File: src/rtl/led_pkg.sv
// Shared types and defaults for the LED burst-blink sequencer.
// Latency: n/a (declarations only).
// Backpressure: n/a.
package led_pkg;

  // Sequencer state encoding, fixed so status decoding stays stable.
  typedef enum logic [1:0] {
    S_IDLE = 2'd0,
    S_ON   = 2'd1,
    S_OFF  = 2'd2,
    S_DONE = 2'd3
  } state_t;

  // Default prescaler ratio: clk cycles per phase tick.
  localparam int DEF_DIV = 50000;

endpackage

File: src/rtl/led_tick_gen.sv
// Tick prescaler: one-cycle tick every DIV clocks while running.
// Latency: first tick DIV cycles after i_RUN rises with the counter cleared.
// Backpressure: none; i_CLR or a dropped i_RUN resets the count to zero.
module led_tick_gen
  import led_pkg::*;
#(
  parameter int DIV   = DEF_DIV,
  parameter int DIV_W = 16
) (
  input  logic i_CLK,
  input  logic i_RST_N,
  input  logic i_CLR,
  input  logic i_RUN,
  output logic o_TICK
);

  localparam logic [DIV_W-1:0] LAST = DIV_W'(DIV - 1);

  logic [DIV_W-1:0] cnt;

  // Free-running 0..DIV-1 counter, held at zero while idle or cleared.
  always_ff @(posedge i_CLK or negedge i_RST_N) begin
    if (!i_RST_N) begin
      cnt <= '0;
    end else if (i_CLR || !i_RUN) begin
      cnt <= '0;
    end else if (cnt == LAST) begin
      cnt <= '0;
    end else begin
      cnt <= cnt + DIV_W'(1);
    end
  end

  assign o_TICK = i_RUN & ~i_CLR & (cnt == LAST);

endmodule

File: src/rtl/led_blink_ctrl.sv
// Burst-blink sequencer: drives the LED through COUNT ON/OFF phase pairs per request.
// Latency: LED rises the cycle after accept; burst = COUNT*(on+off)*DIV cycles + 1 DONE cycle.
// Backpressure: o_REQ_READY high only in IDLE; requests presented while busy are ignored.
module led_blink_ctrl
  import led_pkg::*;
#(
  parameter int DIV    = DEF_DIV,
  parameter int DIV_W  = 16,
  parameter int CNT_W  = 4,
  parameter int TICK_W = 8
) (
  input  logic              i_CLK,
  input  logic              i_RST_N,
  input  logic              i_REQ_VALID,
  output logic              o_REQ_READY,
  input  logic [CNT_W-1:0]  i_REQ_COUNT,
  input  logic [TICK_W-1:0] i_REQ_ON,
  input  logic [TICK_W-1:0] i_REQ_OFF,
  input  logic              i_ABORT,
  output logic              o_LED,
  output logic              o_BUSY,
  output logic              o_DONE,
  output logic [CNT_W-1:0]  o_BLINKS_LEFT
);

  state_t             state, nxt_state;
  logic [TICK_W-1:0]  on_last, off_last;
  logic [TICK_W-1:0]  phase_cnt, nxt_phase;
  logic [CNT_W-1:0]   blinks_left, nxt_blinks;
  logic               led, busy, done, ready;
  logic               accept, tick, run, clr;

  assign accept = i_REQ_VALID & (state == S_IDLE);
  assign run    = (state == S_ON) | (state == S_OFF);
  assign clr    = accept | (state == S_IDLE) | (state == S_DONE);

  led_tick_gen #(
    .DIV   (DIV),
    .DIV_W (DIV_W)
  ) u_tick (
    .i_CLK   (i_CLK),
    .i_RST_N (i_RST_N),
    .i_CLR   (clr),
    .i_RUN   (run),
    .o_TICK  (tick)
  );

  // Next-state, phase counter and blink counter decisions.
  always_comb begin
    nxt_state  = state;
    nxt_phase  = phase_cnt;
    nxt_blinks = blinks_left;
    case (state)
      S_IDLE: begin
        nxt_phase = '0;
        if (accept) begin
          if (i_REQ_COUNT != '0) begin
            nxt_state  = S_ON;
            nxt_blinks = i_REQ_COUNT;
          end else begin
            nxt_state = S_DONE;
          end
        end
      end
      S_ON: begin
        if (i_ABORT) begin
          nxt_state  = S_DONE;
          nxt_phase  = '0;
          nxt_blinks = '0;
        end else if (tick) begin
          if (phase_cnt == on_last) begin
            nxt_state = S_OFF;
            nxt_phase = '0;
          end else begin
            nxt_phase = phase_cnt + TICK_W'(1);
          end
        end
      end
      S_OFF: begin
        if (i_ABORT) begin
          nxt_state  = S_DONE;
          nxt_phase  = '0;
          nxt_blinks = '0;
        end else if (tick) begin
          if (phase_cnt == off_last) begin
            nxt_phase  = '0;
            nxt_blinks = blinks_left - CNT_W'(1);
            nxt_state  = (blinks_left == CNT_W'(1)) ? S_DONE : S_ON;
          end else begin
            nxt_phase = phase_cnt + TICK_W'(1);
          end
        end
      end
      S_DONE: begin
        nxt_state = S_IDLE;
        nxt_phase = '0;
      end
      default: begin
        nxt_state = S_IDLE;
      end
    endcase
  end

  // State, counters and registered status outputs.
  always_ff @(posedge i_CLK or negedge i_RST_N) begin
    if (!i_RST_N) begin
      state       <= S_IDLE;
      phase_cnt   <= '0;
      blinks_left <= '0;
      led         <= 1'b0;
      busy        <= 1'b0;
      done        <= 1'b0;
      ready       <= 1'b1;
    end else begin
      state       <= nxt_state;
      phase_cnt   <= nxt_phase;
      blinks_left <= nxt_blinks;
      led         <= (nxt_state == S_ON);
      busy        <= (nxt_state == S_ON) | (nxt_state == S_OFF);
      done        <= (nxt_state == S_DONE);
      ready       <= (nxt_state == S_IDLE);
    end
  end

  // Latch phase lengths at accept as last-tick indices; zero length acts as one tick.
  always_ff @(posedge i_CLK or negedge i_RST_N) begin
    if (!i_RST_N) begin
      on_last  <= '0;
      off_last <= '0;
    end else if (accept) begin
      on_last  <= (i_REQ_ON  == '0) ? '0 : i_REQ_ON  - TICK_W'(1);
      off_last <= (i_REQ_OFF == '0) ? '0 : i_REQ_OFF - TICK_W'(1);
    end
  end

  assign o_LED         = led;
  assign o_BUSY        = busy;
  assign o_DONE        = done;
  assign o_REQ_READY   = ready;
  assign o_BLINKS_LEFT = blinks_left;

endmodule
File: config.mk
export PLATFORM = sky130hd
export DESIGN_NAME = led_blink_ctrl
export DESIGN_NICKNAME = d
export VERILOG_FILES = /design/src/rtl/led_pkg.sv /design/src/rtl/led_tick_gen.sv /design/src/rtl/led_blink_ctrl.sv
export SDC_FILE = /design/constraint.sdc
export NUM_CORES = 1
export LEC_CHECK = 0
export ABC_AREA = 1
export CORE_ASPECT_RATIO = 0.9
export CORE_MARGIN = 4
export CORE_UTILIZATION = 55
export CTS_CLUSTER_DIAMETER = 200
export DETAILED_ROUTE_END_ITERATION = 10
export PLACE_DENSITY_LB_ADDON = 0.2
export SKIP_CTS_REPAIR_TIMING = 1
export SLEW_MARGIN = 40
export SYNTH_ARGS = -nofsm -noshare
export SYNTH_HDL_FRONTEND = slang
export SYNTH_SLANG_ARGS = --single-unit
File: constraint.sdc
create_clock -name i_CLK -period 2.1 [get_ports i_CLK]
set_input_delay 0.42 -clock i_CLK [delete_from_list [all_inputs] [get_ports i_CLK]]
set_output_delay 0.42 -clock i_CLK [all_outputs]
set_load 0.05 [all_outputs]
* Yosys cells after proc, flatten, opt, wreduce, memory -nomap -nowiden
Index checks and enable logic that the tools add are counted.
** Word-level totals
- Flip-flop bits (word level) :: 50
- Bits in latches :: 0
- RAM bits :: 0
- Bits in read-only memories :: 0
- Input port bits :: 24
- Output and inout bits :: 8
- Word-level logic and storage cells :: 78
- Memories :: 0
** Operators by class
- $add $sub $neg :: 5
- $mul :: 0
- Divide/modulo/power cells :: 0
- Magnitude comparators :: 0
- Eq/ne operators :: 16
- Shift operators :: 0
- Muxes and demuxes :: 28
- Bitwise operators :: 8
- Reduce and logical (&&, ||, !) cells :: 11
** Operators by type and width (number)
- 8-bit two-way mux :: 8
- 16-bit two-way mux :: 2
- 4-bit two-way mux :: 6
- 8-bit one-hot mux with 3 select lines :: 1
- 2-bit two-way mux :: 9
- 16-bit by 1-bit adder with 16-bit output (second input constant) :: 1
- 16-bit equality test (second input constant) :: 1
- 8-bit equality test :: 2
- 8-bit zero test :: 2
- 8-bit by 1-bit subtractor with 8-bit output (second input constant) :: 2
- 4-bit one-hot mux with 3 select lines :: 1
- 8-bit by 1-bit adder with 8-bit output (second input constant) :: 1
- 2-bit equality test (second input constant) :: 4
- 2-bit one-hot mux with 4 select lines :: 1
- 3-bit inequality test (second input constant) :: 2
- 6-bit AND reduction :: 1
- 2-bit by 1-bit equality test with 1-bit output (second input constant) :: 2
- 4-bit by 1-bit equality test with 1-bit output (second input constant) :: 1
- 2-bit zero test :: 2
- 2-bit inequality test (second input constant) :: 2
- 1-bit OR :: 4
- 4-bit nonzero test :: 1
- 4-bit by 1-bit subtractor with 4-bit output (second input constant) :: 1
- 1-bit AND :: 3
- other kinds (8) :: 8

* Logic depth before layout (Yosys ltp)
Gate-level depths: netlist (run 1).
- Depth in word-level cells :: 12
- Depth in mapped cells :: 14
- Depth with buffers taken out :: 14

* Modules after synthesis
From an unflattened synthesis (run 1), not the netlist that was laid out.
** Unflattened totals
- Cell total of the unflattened synthesis :: 409
- Area, all modules :: 3146.8 um^2
** By module, submodules not included
- led_blink_ctrl :: times used 1, cells an instance 285, area an instance 2222.1 um^2, sequential area each 852.1 um^2
- led_tick_gen :: times used 1, cells an instance 124, area an instance 924.6 um^2, sequential area each 400.4 um^2

* Worst setup path before layout (run 1)
OpenSTA, ideal clock, no wires.
- Path kind :: register to register
- Start :: reg state[1]
- End :: reg busy, in the netlist o_BUSY
- Setup time :: 126 ps
- Arrival time :: 1676 ps
- Data required time :: 1974 ps
- Setup slack :: 298 ps
- Cell stages (with the launch flop) :: 11
- Path buffers :: 0
- Period minus slack after synthesis :: 1802 ps
- Path through :: dfrtp_1 -> inv_1 -> ha_1 -> inv_1 -> nor2_2 -> nand2_1 -> o21ai_1 -> nand2_1 -> nand2_2 -> nand2_2 -> ha_1
** On the way
- Cells in the longest elaborated chain, start to end :: 12
- Elaborated cells between the ends (all ways) :: 22
- Those cells by class :: 5 x eq/ne; 8 x mux; 8 x bitwise; 1 x reduce/logical
** Ends and longest elaborated chain
- start, declared :: line led_blink_ctrl.sv:26 : state_t state, nxt_state;
- start signal, assigned :: line led_blink_ctrl.sv:115 : state <= nxt_state;
- 2-bit zero test :: line led_blink_ctrl.sv:33, led_blink_ctrl.sv:35, led_blink_ctrl.sv:53
- 1-bit AND :: line led_blink_ctrl.sv:33 : assign accept = i_REQ_VALID & (state == S_IDLE);
- 1-bit OR (2 in a row) :: line led_blink_ctrl.sv:35 : assign clr = accept | (state == S_IDLE) | (state == S_DONE);
- 1-bit NOT :: line led_tick_gen.sv:34 : assign o_TICK = i_RUN & ~i_CLR & (cnt == LAST);
- 1-bit AND (2 in a row) :: line led_tick_gen.sv:34
- 2-bit two-way mux (on tied branches) :: line led_blink_ctrl.sv:84, led_blink_ctrl.sv:70
- 2-bit two-way mux (on tied branches) :: line led_blink_ctrl.sv:80, led_blink_ctrl.sv:66
- 2-bit one-hot mux with 4 select lines * :: line led_blink_ctrl.sv:53 : case (state)
- 2-bit by 1-bit equality test with 1-bit output or 2-bit equality test (tied branches) :: line led_blink_ctrl.sv:119 : busy <= (nxt_state == S_ON) | (nxt_state == S_OFF);
- 1-bit OR * :: line led_blink_ctrl.sv:119
- end signal, assigned :: line led_blink_ctrl.sv:119
- end, declared :: line led_blink_ctrl.sv:30 : logic led, busy, done, ready;
Mark *: on every way between the ends. The rest lies on a longest branch, timed or not.
A chain may end at the register's enable or synchronous reset.

* Worst setup path in the final report (run 1)
- Start :: reg ready, in the netlist o_REQ_READY
- End :: out o_REQ_READY
** RTL lines
- start, declared :: line led_blink_ctrl.sv:30
- start signal, assigned :: line led_blink_ctrl.sv:121 : ready <= (nxt_state == S_IDLE);
- end, declared :: line led_blink_ctrl.sv:15 : output logic o_REQ_READY,
No word-level cell between the ends.

==> out/results.ini, run 1 <==
[outcome]
status=completed

[routing]
drt-wirelength-per-cell_um=13.1
drt_wl_total_um=6920
drc_errors=0
dr.pass1.iters=4
routed_via_density=5.28
ant_nets=0
vias=2798
drt_iter0_markers=189

[timing]
final.period_utilization=0.969
clock.fmax_ghz=0.491
slew_violations=0
worst_slew_pin_slew_ps=545
setup_viol=0
hold_ws_ps=89.1
rsz0062_at_grt=no
slew_headroom=0.637
clock_skew_ps=11.5
hold_viol=0
layout_setup_ws_ps=65.3
period_needed_ps=2030
setup_tns_ps=0

[placed_design]
pre_cts_slack_ps=112
placed_area_mm2=0.00359
place.gp.congestion=0.913
place_hpwl_um=5380
io_buffers=31

[logic_synthesis]
synth_area_leader_cell=dfrtp_1
synth_seq_area_share=0.397
synth-seq-cells=50
yosysUniqueCellTypes=36
synthesis.area_mm2=0.00316
netlist_instances=418
yosys_warnings=0
synth.area.top_cells=dfrtp_1 39%, nand2_1 12%, nor2_1 7.1%, inv_1 6.9%, ha_1 5.6%
syn_area_per_cell_um2=7.55
syn_nets=456
netlist.area_leader.share=0.389

[final_layout]
fin_area_mm2=0.00372
most-common-layout-cells=105 x nand2_1, 60 x nor2_1, 58 x inv_1, 44 x dfrtp_1, 30 x clkdlybuf4s50_1
layout-drive-gt1-share=0.123
mostFrequentLayoutCell=nand2_1
n_antenna_cell=0
synthToLayoutAreaGrowth_pct=18.0
fillers=442
final_nets=500

[critical_path]
worstSetupPathType=flip-flop to output pin
cp_cell_sequence=clkdlybuf4s50_1
path_delay_family=buffers and inverters
critical_path.slowest_cell=clkdlybuf4s50_1
endpoint_kind=output pin
crit_fanout=1
critPathLaunchType=flip-flop
cp_data_arrival_time_ps=1610
cp_slowest_stage_delay_ps=790
critPathBufInv=1
rrSetupSlack_ps=210
worst_ep_required_time_ps=1680

[global_routing]
grt_pass1_vias=2704
track_usage=0.216
grt_max_degree=26
antenna_found_initial=0
gr-total-overflow=0
grt_pass1_wl_um=12000

[die]
ioPinCount=32
row_count=25
core_mm2=0.00541
floorplan.initialDensity=0.583
die_area_mm2=0.00701
die_h_um=79.9
die_x_um=87.8

[pwr]
power_w=0.00424
power.density_mw_per_mm2=1140
p_leak_nw=1.76
worst_ir_drop_vdd_mv=0.897

[clocking]
cts_buffer_depth=2
clk_latency_ps=310
clock_sinks=50
cts_made_buffers=5
h-tree-depth=2
clk_pin_slew_ps=90
cts_tree=done
cts_root_buffer=clkbuf_8

[job]
drv_cap=0

[min_path]
hold_path.class=primary input to asynchronous set/reset pin

## per-layer routing
layer / track usage / part of all wire / vias up
li1: - / - / 1416
met1: 0.287 / 0.46 / 1284
met2: 0.355 / 0.45 / 86
met3: 0.0341 / 0.071 / 12
met4: 0.0782 / 0.017 / 0
met5: 0 / 0 / -
## state kept, by name, summed over array words and instances (netlist names)
signal	flops
o_BLINKS_LEFT	4
o_BUSY	1
o_DONE	1
o_LED	1
o_REQ_READY	1
off_last	8
on_last	8
phase_cnt	8
state	2
u_tick.cnt	16
## cell type report
class | instances | area [µm²] | share of cell area
Clock buffer | 7 | 76.3 | 0.0205
Clock inverter | 1 | 30.0 | 0.00807
Inverter | 64 | 240 | 0.0645
Multi-Input combinational cell | 303 | 1680 | 0.450
Sequential cell | 50 | 1260 | 0.338
Tap cell | 67 | 83.8 | 0.0225
Timing Repair Buffer | 38 | 358 | 0.0961
## path summary, 6_finish.rpt
kind	start	endpoint	cells after the start
worst min register to register	u_tick.cnt[0]	u_tick.cnt[0]	1
min in group i_CLK	u_tick.cnt[0]	u_tick.cnt[0]	1
max in group asynchronous	i_RST_N	o_REQ_READY	2
worst max register to register	u_tick.cnt[0]	o_BUSY	11
worst min-delay path	i_RST_N	phase_cnt[0]	1
worst max-delay path	o_REQ_READY	o_REQ_READY	1
## cell families (layout without fill, tap and decap cells)
| family | count (synthesis) | in the layout | synth area share |
|---|---|---|---|
| flip-flops | 50 | 50 | 0.397 |
| AO/OA/AOI/OAI | 56 | 56 | 0.108 |
| adder cells (fa/ha/maj) | 14 | 14 | 0.0555 |
| buffers and inverters | 65 | 110 | 0.0773 |
| XOR/XNOR | 19 | 19 | 0.0527 |
| AND/OR/NAND/NOR | 214 | 214 | 0.309 |
## per-stage QoR
step           instances  utilization
2_1_floorplan        418            -
3_3_place_gp         521        0.663
3_5_place_dp         521        0.663
4_1_cts              529        0.682
5_1_grt              530        0.688
6_report             530        0.688
## power by group
part | switching [W] | leakage [nW] | total [W] | internal (W)
Combinational | 0.00133 | 1.07 | 0.00212 | 0.000791
Clock | 0.000308 | 0.0524 | 0.000665 | 0.000357
Sequential | 0.000200 | 0.644 | 0.00145 | 0.00125
## synthesized netlist by cell type (all sizes together)
| cell | n |
|---|---|
| o21ai | 18 |
| dfstp | 1 |
| o22ai | 17 |
| clkinv | 1 |
| inv | 63 |
| a31o | 1 |
| xnor2 | 6 |
| a31oi | 1 |
| nor2 | 65 |
| a21oi | 14 |
| nor4 | 2 |
| nand4 | 4 |
| nand2 | 114 |
| nor3 | 10 |
| a22oi | 1 |
| o31ai | 2 |
| xor2 | 13 |
| ha | 14 |
| dfrtp | 49 |
| clkbuf | 1 |
| a211oi | 2 |
| nand3 | 17 |
| nor3b | 2 |
Power figures use the tool's default switching activity.
==> run 2: changes to the inputs <==
Settings changed: SETUP_SLACK_MARGIN set to 0.2.
==> run 2 against run 1 <==
Net effect: sequential power about the same; clock-buffer cell count did not move; critical path depth did not move; sequential share of layout area decreased by 0.59 points; cell area rose by 1.8%; sequential cell count unchanged; utilization rose by 1.2 points; fmax increased by 9.9%; hold slack got worse by 4.0 ps; largest cell class unchanged; non-clock buffer count rose by 2; final cell count is 0.38% higher; global-route usage stayed put.
==> out/results.ini, run 2 (synthesis results as in run 1) <==
[outcome]
status=completed

[global_routing]
grt_max_degree=26  ; unchanged
grt_util_met2=0.355  ; unchanged
grt_pass1_vias=2704  ; unchanged
gr-total-overflow=0  ; unchanged
grt_pass1_wl_um=12000  ; unchanged
use_met1=0.287  ; unchanged
track_usage=0.216  ; unchanged
top_usage_layer=met2
gr-usage-met3=0.0341  ; unchanged
antenna_found_initial=0  ; unchanged

[final_layout]
mostFrequentLayoutCell=nand2_1
n_antenna_cell=0  ; unchanged
fillers=432  ; -2.3%
final_nets=502  ; +0.40%
postLayoutCoreUtil=0.700  ; +0.0123
synthToLayoutAreaGrowth_pct=20.1
top_register=u_tick.cnt
layout-drive-gt1-share=0.144  ; +0.0210
regArea_mm2=0.00126  ; unchanged
most-common-layout-cells=105 x nand2_1, 57 x nor2_1, 56 x inv_1, 44 x dfrtp_1, 24 x clkdlybuf4s50_1
largest_reg_flops=16  ; unchanged
multi_input_area_mm2=0.00171  ; +2.2%

[die]
die_h_um=79.9  ; unchanged
die_area_mm2=0.00701  ; unchanged
core_mm2=0.00541  ; unchanged
row_count=25  ; unchanged
ioPinCount=32  ; unchanged
die_x_um=87.8  ; unchanged
floorplan.initialDensity=0.583  ; unchanged

[critical_path]
path_delay_family=buffers and inverters
rrSetupSlack_ps=280  ; +70 ps
cp_cell_sequence=clkdlybuf4s50_1
worstSetupPathType=flip-flop to output pin
critPathLaunchType=flip-flop
crit_fanout=1  ; unchanged
worst_ep_required_time_ps=1680  ; about the same
critPathBufInv=1  ; unchanged
r2r-end=o_BUSY
critical_path.slowest_cell=clkdlybuf4s50_1
startpoint=o_DONE
endpoint_kind=output pin
cp_data_arrival_time_ps=1430  ; -180 ps
cp_slowest_stage_delay_ps=790  ; about the same
reg2reg_from=state[0]
worst-r2r-cell-count=10  ; -1
cp.depth=1  ; unchanged

[routing]
ant_nets=0  ; unchanged
drt_wl_total_um=6930  ; +0.10%
drc_errors=0  ; unchanged
drt-wirelength-per-cell_um=13.0  ; -0.28%
routed_via_density=5.27  ; about the same
vias=2806  ; +0.29%
drt_iter0_markers=166  ; -12%
dr.pass1.iters=4  ; unchanged

[pwr]
pwr-share-comb=0.505  ; +0.005
worst_ir_drop_vdd_mv=0.900  ; +0.31%
p_leak_nw=1.84  ; +4.4%
clkPwrFrac=0.154  ; -0.003
seq_power_share=0.340  ; -0.003
switching_power_w=0.00187  ; +1.5%
internal_power_w=0.00244  ; +1.4%
power.density_mw_per_mm2=1140  ; -0.33%
swShare=0.434  ; about the same

[timing]
slew_headroom=0.639  ; +0.00268
final.period_utilization=0.882  ; -0.0872
setup_tns_ps=0  ; unchanged
slew_violations=0  ; unchanged
worst_slew_pin_slew_ps=541  ; -4.03 ps
hold_viol=0  ; unchanged
clock.fmax_ghz=0.540  ; +9.9%
setup_viol=0  ; unchanged
rsz0062_at_grt=yes
clock_skew_ps=12.9  ; +1.40 ps
period_needed_ps=1850  ; -183 ps

[clocking]
cts_root_buffer=clkbuf_8
cts_buffer_depth=2  ; unchanged
cts_tree=done
h-tree-depth=2  ; unchanged
clock_sinks=50  ; unchanged
cts_made_buffers=5  ; unchanged
clk_latency_ps=310  ; about the same
clk_pin_slew_ps=90  ; about the same

[job]
drv_cap=0  ; unchanged

[placed_design]
place_hpwl_um=5380  ; unchanged
io_buffers=31  ; unchanged
place.gp.congestion=0.913  ; unchanged

[min_path]
hold_path.class=primary input to asynchronous set/reset pin

run 2: routing by layer:
layer,part of all wire,vias to the layer above
met4,0.017,0
met2,0.46,80
met1,0.45,1294
met3,0.072,12
met5,0,-
li1,-,1420
run 2: through the flow:
step / area [µm²] / setup WS, ps / power [W] / hold slack (ps) / instances
4_1_cts: 3690 / 56.3 / 0.00420 / 103 / 529
3_5_place_dp: 3590 / 112 / 0.00353 / 436 / 521
6_report: 3790 / 248 / 0.00430 / 85.1 / 532
5_1_grt: 3790 / 91.3 / 0.00470 / 136 / 532
2_1_floorplan: 3160 / 298 / 0.00293 / 124 / 418
3_3_place_gp: 3590 / 185 / 0.00347 / 433 / 521
run 2: power groups by stage:
stage	Clock [W]	Combinational, W	Sequential [W]
4_1_cts	0.000680	0.00207	0.00145
2_1_floorplan	0	0.00127	0.00165
3_5_place_dp	0	0.00207	0.00147
5_1_grt	0.000717	0.00248	0.00151
3_3_place_gp	0	0.00202	0.00146
6_report	0.000665	0.00217	0.00146
run 2: cell type report:
class / instances / area share
inverter: 64 / 0.0634
clock inverter: 1 / 0.00793
sequential: 50 / 0.332
timing repair buffer: 40 / 0.102
clock buffer: 7 / 0.0201
tap: 67 / 0.0221
multi-input combinational: 303 / 0.452
run 2: how the worst max path moves through the flow:
| stage | to |
|---|---|
| 3_3_place_gp | off_last[0] |
| 6_report | o_DONE |
| 2_1_floorplan | o_BUSY |
| 3_5_place_dp | off_last[1] |
| 5_1_grt | o_BUSY |
| 4_1_cts | o_REQ_READY |
